<file path="config.mk">
export PLATFORM = sky130hd
export DESIGN_NAME = ist_trig_fetch_flat
export DESIGN_NICKNAME = d
export VERILOG_FILES = /design/src/rtl/ist_trig_fetch_pkg.sv /design/src/rtl/ist_trig_fetch_if.sv /design/src/rtl/ist_lat_pipe.sv /design/src/rtl/ist_trig_fetch.sv /design/src/flat_wrapper.sv
export SDC_FILE = /design/constraint.sdc
export NUM_CORES = 1
export LEC_CHECK = 0
export ABC_AREA = 1
export CELL_PAD_IN_SITES_DETAIL_PLACEMENT = 1
export CELL_PAD_IN_SITES_GLOBAL_PLACEMENT = 1
export CORE_AREA = 5 5 252 254
export DETAILED_ROUTE_END_ITERATION = 10
export DIE_AREA = 0 0 257 259
export HOLD_SLACK_MARGIN = 0.08
export PLACE_DENSITY = 0.54
export RECOVER_POWER = 50
export REMOVE_ABC_BUFFERS = 1
export SYNTH_ARGS = -nofsm -noshare
export SYNTH_HDL_FRONTEND = slang
export SYNTH_HIERARCHICAL = 1
export SYNTH_SLANG_ARGS = --single-unit
export TNS_END_PERCENT = 30
</file>
<file path="constraint.sdc">
create_clock -name clk -period 1.35 [get_ports clk]
set_input_delay 0.27 -clock clk [delete_from_list [all_inputs] [get_ports clk]]
set_output_delay 0.27 -clock clk [all_outputs]
set_load 0.1 [all_outputs]
</file>
<file path="src/rtl/ist_trig_fetch_pkg.sv">
// ist_trig_fetch_pkg: shared widths, request bundle and FSM states
// for the IST triangle-fetch stage.
package ist_trig_fetch_pkg;

  localparam int DEF_RID_W       = 10;
  localparam int DEF_TID_W       = 6;
  localparam int DEF_CID_W       = 4;
  localparam int DEF_NUM_TRIGS_W = 3;
  localparam int DEF_CHILD_IDX_W = 16;
  localparam int DEF_TRIG_W      = 288;

  typedef struct packed {
    logic [DEF_CHILD_IDX_W-1:0] trig_idx;
    logic [DEF_NUM_TRIGS_W-1:0] num_trigs;
    logic [DEF_RID_W-1:0]       rid;
  } ist_req_t;

  localparam int REQ_W = $bits(ist_req_t);

  typedef enum logic [1:0] {
    IDLE,
    ISSUE,
    DRAIN,
    RESP
  } ist_state_e;

endpackage

</file>
<file path="src/rtl/ist_trig_fetch_if.sv">
// ist_trig_fetch_if: request pop / response push streams of the IST
// fetch stage. master = fetch stage, slave = the FIFOs around it.
interface ist_trig_fetch_if
  import ist_trig_fetch_pkg::*;
#(
  parameter int RID_W       = DEF_RID_W,
  parameter int NUM_TRIGS_W = DEF_NUM_TRIGS_W,
  parameter int CHILD_IDX_W = DEF_CHILD_IDX_W
) ();

  localparam int RQ_W = CHILD_IDX_W + NUM_TRIGS_W + RID_W;

  logic            req_empty_n;
  logic            req_read;
  logic [RQ_W-1:0] req_dout;
  logic            resp_full_n;
  logic            resp_write;
  logic [RID_W-1:0] resp_din;

  modport master (
    input  req_empty_n, req_dout, resp_full_n,
    output req_read, resp_write, resp_din
  );

  modport slave (
    output req_empty_n, req_dout, resp_full_n,
    input  req_read, resp_write, resp_din
  );

endinterface

</file>
<file path="src/rtl/ist_lat_pipe.sv">
// ist_lat_pipe: valid+slot delay line of DEPTH stages for a fixed-latency
// memory. Ports: in_valid/in_slot -> out_valid/out_slot; pending = any
// entry not yet at the output; any_valid = any entry at all.
module ist_lat_pipe #(
  parameter int DEPTH  = 2,
  parameter int SLOT_W = 3
) (
  input  logic              clk,
  input  logic              arst_n,
  input  logic              in_valid,
  input  logic [SLOT_W-1:0] in_slot,
  output logic              out_valid,
  output logic [SLOT_W-1:0] out_slot,
  output logic              pending,
  output logic              any_valid
);

  logic [DEPTH-1:0]  vld;
  logic [SLOT_W-1:0] slot [DEPTH];

  always_ff @(posedge clk or negedge arst_n) begin
    if (!arst_n) begin
      vld <= '0;
      for (int k = 0; k < DEPTH; k++) slot[k] <= '0;
    end else begin
      vld[0]  <= in_valid;
      slot[0] <= in_slot;
      for (int k = 1; k < DEPTH; k++) begin
        vld[k]  <= vld[k-1];
        slot[k] <= slot[k-1];
      end
    end
  end

  assign out_valid = vld[DEPTH-1];
  assign out_slot  = slot[DEPTH-1];
  assign any_valid = |vld;
  // Entries behind the output stage still owe a write.
  assign pending   = |(vld & ~(DEPTH'(1) << (DEPTH-1)));

endmodule

</file>
<file path="src/rtl/ist_trig_fetch.sv">
// ist_trig_fetch: pops {trig_idx,num_trigs,rid}, reads num_trigs triangles
// from a MEM_LAT-cycle memory into SRAM row cid, then pushes rid.
// Ports: io (req/resp streams), mem_rd_*, sram_*, busy, err_zero.
// Optional: define IST_FETCH_TRACE_EN for pop/done trace and a zero-count
// assertion.
module ist_trig_fetch
  import ist_trig_fetch_pkg::*;
#(
  parameter int RID_W       = DEF_RID_W,
  parameter int TID_W       = DEF_TID_W,
  parameter int CID_W       = DEF_CID_W,
  parameter int NUM_TRIGS_W = DEF_NUM_TRIGS_W,
  parameter int CHILD_IDX_W = DEF_CHILD_IDX_W,
  parameter int TRIG_W      = DEF_TRIG_W,
  parameter int MEM_LAT     = 2
) (
  input  logic                         clk,
  input  logic                         arst_n,
  ist_trig_fetch_if.master             io,
  output logic                         mem_rd_en,
  output logic [CHILD_IDX_W-1:0]       mem_rd_addr,
  input  logic [TRIG_W-1:0]            mem_rd_data,
  output logic                         sram_we,
  output logic [NUM_TRIGS_W+CID_W-1:0] sram_waddr,
  output logic [TRIG_W-1:0]            sram_wdata,
  output logic                         busy,
  output logic                         err_zero
);

  ist_state_e state;

  logic [CHILD_IDX_W-1:0] addr_q;
  logic [NUM_TRIGS_W-1:0] num_q;
  logic [NUM_TRIGS_W-1:0] idx_q;
  logic [RID_W-1:0]       rid_q;
  logic                   rd_en_q;
  logic                   resp_wr_q;
  logic                   err_q;

  logic [CHILD_IDX_W-1:0] req_base;
  logic [NUM_TRIGS_W-1:0] req_num;
  logic [RID_W-1:0]       req_rid;

  logic                   out_vld;
  logic [NUM_TRIGS_W-1:0] out_slot;
  logic                   pending;
  logic                   any_vld;

  assign {req_base, req_num, req_rid} = io.req_dout;

  always_ff @(posedge clk or negedge arst_n) begin
    if (!arst_n) begin
      state     <= IDLE;
      addr_q    <= '0;
      num_q     <= '0;
      idx_q     <= '0;
      rid_q     <= '0;
      rd_en_q   <= 1'b0;
      resp_wr_q <= 1'b0;
      err_q     <= 1'b0;
    end else begin
      unique case (state)
        IDLE: begin
          if (io.req_empty_n) begin
            addr_q <= req_base;
            num_q  <= req_num;
            rid_q  <= req_rid;
            idx_q  <= '0;
            if (req_num == '0) begin
              err_q     <= 1'b1;
              resp_wr_q <= 1'b1;
              state     <= RESP;
            end else begin
              rd_en_q <= 1'b1;
              state   <= ISSUE;
            end
          end
        end
        ISSUE: begin
          if (idx_q == num_q - 1'b1) begin
            rd_en_q <= 1'b0;
            state   <= DRAIN;
          end else begin
            idx_q  <= idx_q + 1'b1;
            addr_q <= addr_q + 1'b1;
          end
        end
        DRAIN: begin
          if (!pending) begin
            resp_wr_q <= 1'b1;
            state     <= RESP;
          end
        end
        RESP: begin
          if (io.resp_full_n) begin
            resp_wr_q <= 1'b0;
            state     <= IDLE;
          end
        end
        default: state <= IDLE;
      endcase
    end
  end

  ist_lat_pipe #(
    .DEPTH  (MEM_LAT),
    .SLOT_W (NUM_TRIGS_W)
  ) u_pipe (
    .clk       (clk),
    .arst_n    (arst_n),
    .in_valid  (rd_en_q),
    .in_slot   (idx_q),
    .out_valid (out_vld),
    .out_slot  (out_slot),
    .pending   (pending),
    .any_valid (any_vld)
  );

  assign io.req_read   = (state == IDLE) & io.req_empty_n;
  assign io.resp_write = resp_wr_q;
  assign io.resp_din   = rid_q;

  assign mem_rd_en   = rd_en_q;
  assign mem_rd_addr = addr_q;

  assign sram_we    = out_vld;
  assign sram_waddr = out_vld ? {out_slot, rid_q[TID_W +: CID_W]} : '0;
  assign sram_wdata = out_vld ? mem_rd_data : '0;

  assign busy     = (state != IDLE) | any_vld;
  assign err_zero = err_q;

`ifdef IST_FETCH_TRACE_EN
  always_ff @(posedge clk) begin
    if (arst_n && io.req_read) begin
      $display("IST %0d %0d", req_num, req_base);
      assert (req_num != '0)
        else $error("ist_trig_fetch: zero-count request");
    end
    if (arst_n && io.resp_write && io.resp_full_n)
      $display("IST_DONE %0d", rid_q);
  end
`endif

endmodule

</file>
<file path="src/flat_wrapper.sv">
// flat-port wrapper written by rule: the top's interface ports become plain ports
module ist_trig_fetch_flat import ist_trig_fetch_pkg::*;
#(
  parameter int RID_W       = DEF_RID_W,
  parameter int TID_W       = DEF_TID_W,
  parameter int CID_W       = DEF_CID_W,
  parameter int NUM_TRIGS_W = DEF_NUM_TRIGS_W,
  parameter int CHILD_IDX_W = DEF_CHILD_IDX_W,
  parameter int TRIG_W      = DEF_TRIG_W,
  parameter int MEM_LAT     = 2
)
  (clk, arst_n, mem_rd_en, mem_rd_addr, mem_rd_data, sram_we, sram_waddr, sram_wdata, busy, err_zero, io_req_empty_n, io_req_dout, io_resp_full_n, io_req_read, io_resp_write, io_resp_din);
  ist_trig_fetch_if #(.RID_W(RID_W), .NUM_TRIGS_W(NUM_TRIGS_W), .CHILD_IDX_W(CHILD_IDX_W)) io_i ();
  input  logic clk;
  input  logic arst_n;
  output logic mem_rd_en;
  output logic [CHILD_IDX_W-1:0] mem_rd_addr;
  input  logic [TRIG_W-1:0] mem_rd_data;
  output logic sram_we;
  output logic [NUM_TRIGS_W+CID_W-1:0] sram_waddr;
  output logic [TRIG_W-1:0] sram_wdata;
  output logic busy;
  output logic err_zero;
  input wire logic [$bits(io_i.req_empty_n)-1:0] io_req_empty_n;
  input wire logic [$bits(io_i.req_dout)-1:0] io_req_dout;
  input wire logic [$bits(io_i.resp_full_n)-1:0] io_resp_full_n;
  output wire logic [$bits(io_i.req_read)-1:0] io_req_read;
  output wire logic [$bits(io_i.resp_write)-1:0] io_resp_write;
  output wire logic [$bits(io_i.resp_din)-1:0] io_resp_din;
  assign io_i.req_empty_n = io_req_empty_n;
  assign io_i.req_dout = io_req_dout;
  assign io_i.resp_full_n = io_resp_full_n;
  assign io_req_read = io_i.req_read;
  assign io_resp_write = io_i.resp_write;
  assign io_resp_din = io_i.resp_din;
  ist_trig_fetch #(.RID_W(RID_W), .TID_W(TID_W), .CID_W(CID_W), .NUM_TRIGS_W(NUM_TRIGS_W), .CHILD_IDX_W(CHILD_IDX_W), .TRIG_W(TRIG_W), .MEM_LAT(MEM_LAT)) u_core (.clk(clk), .arst_n(arst_n), .io(io_i), .mem_rd_en(mem_rd_en), .mem_rd_addr(mem_rd_addr), .mem_rd_data(mem_rd_data), .sram_we(sram_we), .sram_waddr(sram_waddr), .sram_wdata(sram_wdata), .busy(busy), .err_zero(err_zero));
endmodule
</file>
==> flow_metrics.tcl, run 1 <==
set metrics [dict create \
    outcome "finished with violations" \
    violations "setup timing" \
    first_global_vias 8926 \
    min-delay-start "u_core/u_pipe/slot[4]" \
    grtUsageMet3_pct 10.6 \
    cts_sinks 45 \
    cts-buffers-inserted 5 \
    synthTopCellsByCount "nand2_1 (440), inv_1 (327), dfrtp_1 (45), buf_2 (28), nand3_1 (25)" \
    clk_pin_slew_worst_paths_ns 0.07 \
    period_share_pct 141 \
    arrival_ns 1.63 \
    yosysTopAreaCell "nand2_1" \
    worst_pin_slew_ns 0.761 \
    hp-class "register to register" \
    cp-end-kind "output pin" \
    vias_per_cell 3.46 \
    cp_max_fo 8 \
    hold_viol_final 0 \
    cap_violations 0 \
    r2r-end "u_core/mem_rd_addr[15]" \
    whs_path_depth 0 \
    instances_no_fill 2499 \
    core_um2 61000 \
    power_mw 56.2 \
    powerDensity_nw_per_um2 3140 \
    r2r.worst_path.cells 10 \
    start_kind "register" \
    p_sw_share_pct 62.7 \
    slew_headroom_pct 49.3 \
    place_ws_ns -0.305 \
    synth_seq_cells 45 \
    p_leak_nw 9.21 \
    yosys_warnings 6 \
    rows 91 \
    whs_endpoint "u_core/u_pipe/out_slot[1]" \
    clk_latency_ns 0.30 \
    start_util_pct 8.03 \
    path_class "register to output pin" \
    irDropWorstVdd_mv 1.58 \
    power.share.sequential_pct 4.7 \
    synthArstFlopShare_pct 100 \
    grt_pass1_wl_mm 77.2 \
    dpl.hpwl_mm 52.3 \
    die_h_um 259 \
    fin_crit_ns 1.90 \
    drive_gt1_share_pct 50.9 \
    finalSetupTns_ns -147.51 \
    r2r_start "u_core/state[0]" \
    cp.required_ns 1.08 \
    synthFlopType "dfrtp_1" \
    grt_max_degree 78 \
    gr-usage-met1_pct 17.9 \
    die-width_um 257 \
    synthCells 960 \
    cts_root_buf "clkbuf_16" \
    finalSetupViolations 327 \
    p_int_mw 21.0 \
    dp_cells 2440 \
    yosysMostFrequentCell "nand2_1" \
    busiest_layer "met2" \
    fin_ws_ns -0.549 \
    drt-total-wl_mm 61.4 \
    timing.hold.ws_ns 0.351 \
    p_sw_mw 35.2 \
    drc 0 \
    gp_congestion 0.876 \
    yosys-top-cells-area "nand2_1 (34%), inv_1 (25%), dfrtp_1 (23%), buf_2 (2.9%), nand3_1 (2.6%)" \
    drt_iter0_markers 307 \
    die_area_um2 66600 \
    avgSynthCellArea_um2 5.10 \
    portBuffers 647 \
    grt_usage_pct 16.5 \
    ios 648 \
    cts_buffer_depth 2 \
    grt_use_met2_pct 26.7 \
    rsz0062_at_grt "true" \
    skew_ns 0.00715 \
    seq_area_frac_synth_pct 23.0 \
    grt-ovfl-total 0 \
    antenna_found_initial 47 \
    crit_start "u_core/u_pipe/vld[1]" \
    synth-edff-count 0 \
    antenna_left 0 \
    ys_types 27 \
    pwr-share-comb_pct 92.7 \
    synthesis.area_um2 4900 \
    fin_nets 2023 \
    r2r_slack_ns -0.26 \
    cts_tree "built" \
    power_frac_clock_pct 2.6 \
    yosysTopAreaCellShare_pct 33.7 \
    fmax_ghz 0.527 \
    syn_to_final_growth_pct 265 \
    wire_per_inst_um 24.6 \
    drt_pre_antenna_iters 4 \
    maxSlewViolCount 0 \
    vias 8651 \
    htreeDepth 2 \
]
==> worst max path at each step <==
stage,end,depth (start not counted)
6_report,sram_wdata[46],6
3_5_place_dp,u_core/mem_rd_addr[15],9
3_3_place_gp,u_core/mem_rd_addr[15],8
2_1_floorplan,sram_waddr[0],2
5_1_grt,sram_wdata[92],6
4_1_cts,sram_wdata[56],5
==> flip-flops by register name (all words and copies together) (netlist names) <==
signal and flops:
u_core/mem_rd_addr 16, u_core/io.resp_din 10, u_core/idx_q 3, u_core/num_q 3, u_core/u_pipe/out_slot 3, u_core/u_pipe/slot 3, u_core/state 2, u_core/u_pipe/vld 2
u_core/err_zero 1, u_core/io.resp_write 1, u_core/mem_rd_en 1
==> power by group through the flow <==
stage / Combinational, mW / Sequential, mW / Clock, mW
finish: 52.1 / 2.66 / 1.45
global route: 53.9 / 2.76 / 1.56
CTS: 48.3 / 2.72 / 1.51
detailed placement: 47.6 / 2.72 / 0
global placement: 47.4 / 2.71 / 0
floorplan: 10.0 / 5.62 / 0
==> through the flow <==
step,util [%],instance area [µm²]
2_1_floorplan,-,4670
3_3_place_gp,26.6,16200
3_5_place_dp,26.6,16200
4_1_cts,27.1,16500
5_1_grt,29.3,17900
6_report,29.3,17900
==> placed cells by master (no fill, tap or decap) <==
cell type / instances
buf_12: 343
clkdlybuf4s50_1: 319
nand2_1: 272
inv_2: 185
nand2_2: 131
inv_1: 118
buf_4: 64
dfrtp_1: 44
nand2_4: 42
inv_4: 28
nand3_1: 25
clkbuf_16: 21
buf_6: 16
diode_2: 14
nor2_1: 13
nand4_1: 11
o21ai_2: 10
o21ai_0: 9
ha_1: 7
clkbuf_1: 5
buf_16: 5
nor2_2: 4
o21bai_1: 4
or2_2: 2
buf_8: 2
clkinv_4: 1
bufinv_16: 1
dlygate4sd3_1: 1
nand2_8: 1
or2_4: 1
nand3_2: 1
nor2_4: 1
a22oi_1: 1
o21ai_1: 1
a21oi_1: 1
nand3b_1: 1
xor2_1: 1
ha_4: 1
clkbuf_4: 1
dfrtp_4: 1
==> logic make-up (layout without fill, tap and decap cells) <==
logic type / count (synthesis) / after routing / synth area share [%]
XOR/XNOR: 1 / 1 / 0.179
adder cells (fa/ha/maj): 8 / 8 / 2.04
buffers and inverters: 375 / 1110 / 30.1
other: 0 / 14 / 0
flip-flops: 45 / 45 / 23.0
AND/OR/NAND/NOR: 505 / 505 / 41.0
AO/OA/AOI/OAI: 26 / 26 / 3.68
==> metal layers <==
metal	wire length [µm]	vias up
met2	28400	393
met5	242	-
li1	-	4096
met4	1620	38
met3	7480	90
met1	23700	4034
==> timing repair <==
item,4_1_cts,5_1_grt
hold endpoints to repair,10,0
gates resized for setup,54,430
gates cloned,0,24
endpoints found under the setup margin,341,336
setup buffers,8,4
hold buffers,1,0
==> area by class of cell <==
type	instances	area (µm²)
clock inverter	2	38.8
clock buffer	6	129
sequential	45	1130
tap	790	988
multi-input combinational	540	2950
fill	7010	43100
timing repair buffer	771	11300
antenna	14	35.0
inverter	331	1310
==> worst max-delay path, stage by stage, from the launching register on <==
cell and delay [ns]:
dfrtp_4 0.51, buf_12 0.16, buf_16 0.16, clkbuf_16 0.18
nand2_1 0.09, inv_2 0.05, buf_12 0.16
No activity file was read; power rests on OpenSTA's default activity.
==> run 2: changes to the inputs <==
==> constraint.sdc (replaced) <==
create_clock -name clk -period 1.35 [get_ports clk]
set_input_delay 0.405 -clock clk [delete_from_list [all_inputs] [get_ports clk]]
set_output_delay 0.405 -clock clk [all_outputs]
set_load 0.1 [all_outputs]
==> flow_metrics.tcl, run 2 (same netlist as run 1, synthesis figures left out) <==
set metrics [dict create \
    core_um2 61000 \
    grt-ovfl-total 0 \
    drt_pre_antenna_iters 4 \
    fin_crit_ns 2.05 \
    final_common_cell "nand2_1" \
    max_stage_delay_ns 0.44 \
    antenna_found_initial 39 \
    path_class "register to output pin" \
    cts-buffers-inserted 5 \
    die_h_um 259 \
    vias 8495 \
    maxSlewViolCount 0 \
    worst_pin_slew_ns 0.716 \
    outcome "finished with violations" \
    drc 0 \
    power_mw 54.6 \
    grt_pass1_wl_mm 79.1 \
    portBuffers 647 \
    r2r_slack_ns -0.28 \
    crit_path_top_delay_cell "dfrtp_4" \
    cts_sinks 45 \
    irDropWorstVdd_mv 1.66 \
    fmax_ghz 0.488 \
    violations "setup timing" \
    htreeDepth 2 \
    start_kind "register" \
    period_share_pct 152 \
    vias_per_cell 3.45 \
    die_area_um2 66600 \
    cp.required_ns 0.95 \
    r2r.worst_path.cells 12 \
    die-width_um 257 \
    grt_usage_pct 16.9 \
    drt_iter0_markers 303 \
    cp_max_fo 9 \
    hp-class "input pin to asynchronous set/reset pin" \
    cts_root_buf "clkbuf_16" \
    arrival_ns 1.64 \
    ios 648 \
    clk_latency_ns 0.30 \
    slew_headroom_pct 52.3 \
    first_global_vias 9080 \
    clk_pin_slew_worst_paths_ns 0.07 \
    hold_viol_final 0 \
    fin_nets 1992 \
    layout_common_cells "nand2_1 (349), buf_12 (338), clkdlybuf4s50_1 (319)" \
    cts_buffer_depth 2 \
    finalSetupViolations 340 \
    rsz0062_at_grt "true" \
    place_ws_ns -0.676 \
    syn_to_final_growth_pct 250 \
    cpMostUsedCell "buf_12" \
    cap_violations 0 \
    r2r_start "u_core/num_q[0]" \
    skew_ns 0.00678 \
    gp_congestion 0.865 \
    powerDensity_nw_per_um2 3180 \
    drive_gt1_share_pct 45.6 \
    rows 91 \
    drt-total-wl_mm 60.2 \
    grt_max_degree 61 \
    start_util_pct 8.03 \
    r2r-end "u_core/mem_rd_addr[15]" \
    dpl.hpwl_mm 51.8 \
    antenna_left 0 \
    wire_per_inst_um 24.4 \
    largest_register_ffs 16 \
    cts_tree "built" \
    p_leak_nw 8.92 \
    cp-end-kind "output pin" \
    fin_ws_ns -0.699 \
    fillers 7097 \
    cp_cell_sequence "buf_12 -> buf_12 -> clkbuf_16 -> nand2_1 -> inv_2 -> buf_12" \
]
[run 2: cell count changes in the layout (fill, tap and decap cells not counted), sizes merged]
cell / change
dlygate4sd3: -1
buf: -14
clkbuf: -16
diode: -4
[run 2: how the worst max path moves through the flow]
stage	from	to	slack, ns	cells past startpoint
floorplan	u_core/u_pipe/vld[1]	sram_waddr[0]	-5.07	2
global placement	mem_rd_data[270]	sram_wdata[270]	-0.67	4
detailed placement	mem_rd_data[270]	sram_wdata[270]	-0.68	4
CTS	u_core/u_pipe/vld[1]	sram_wdata[55]	-0.71	5
global route	u_core/u_pipe/vld[1]	sram_wdata[39]	-0.75	6
finish	u_core/u_pipe/vld[1]	sram_wdata[156]	-0.70	6
[run 2: power by group]
| part | internal, mW | switching (mW) |
|---|---|---|
| Combinational | 17.1 | 33.3 |
| Clock | 0.881 | 0.609 |
| Sequential | 1.97 | 0.713 |
| Total | 20.0 | 34.6 |
[run 2: final cells by class]
| class | count | area [µm²] | area share (%) |
|---|---|---|---|
| Timing Repair Buffer | 740 | 10900 | 63.6 |
| Clock buffer | 6 | 129 | 0.751 |
| Inverter | 331 | 1260 | 7.37 |
| Tap cell | 790 | 988 | 5.76 |
| Clock inverter | 2 | 38.8 | 0.226 |
| Multi-Input combinational cell | 540 | 2670 | 15.6 |
| Sequential cell | 45 | 1130 | 6.59 |
| Antenna cell | 10 | 25.0 | 0.146 |
[run 2: per-layer routing]
layer	track usage, %	share of wire (%)	vias up
li1	-	-	4024
met1	18.3	37	4002
met2	27.3	47	352
met3	11.1	13	77
met4	4.83	2.3	40
met5	0	0.44	-
[run 2: worst max-delay path: cells and delay by family (launching register included)]
family,cells,cell delay [ns]
flip-flops,1,0.44
buffers and inverters,5,0.79
AND/OR/NAND/NOR,1,0.07
[run 2: through the flow]
stage	TNS [ns]	hold slack [ns]	instance area, µm²	std cells	util [%]
after detailed placement	-115.43	0.336	16000	2423	26.2
final	-184.86	0.252	17200	2464	28.1
after CTS	-195.13	0.0893	16800	2447	27.5
after floorplan	-1523.68	0.109	4670	916	-
after global placement	-113.24	0.337	16000	2423	26.2
after global routing	-209.18	0.319	17100	2459	28.1
[run 2: timing repair]
item | CTS | global route
hold buffers | 0 | 0
cloned | 8 | 6
buffers inserted | 8 | 1
pin swaps | 1 | 1
resized for setup | 195 | 173
endpoints found under the setup margin | 351 | 352
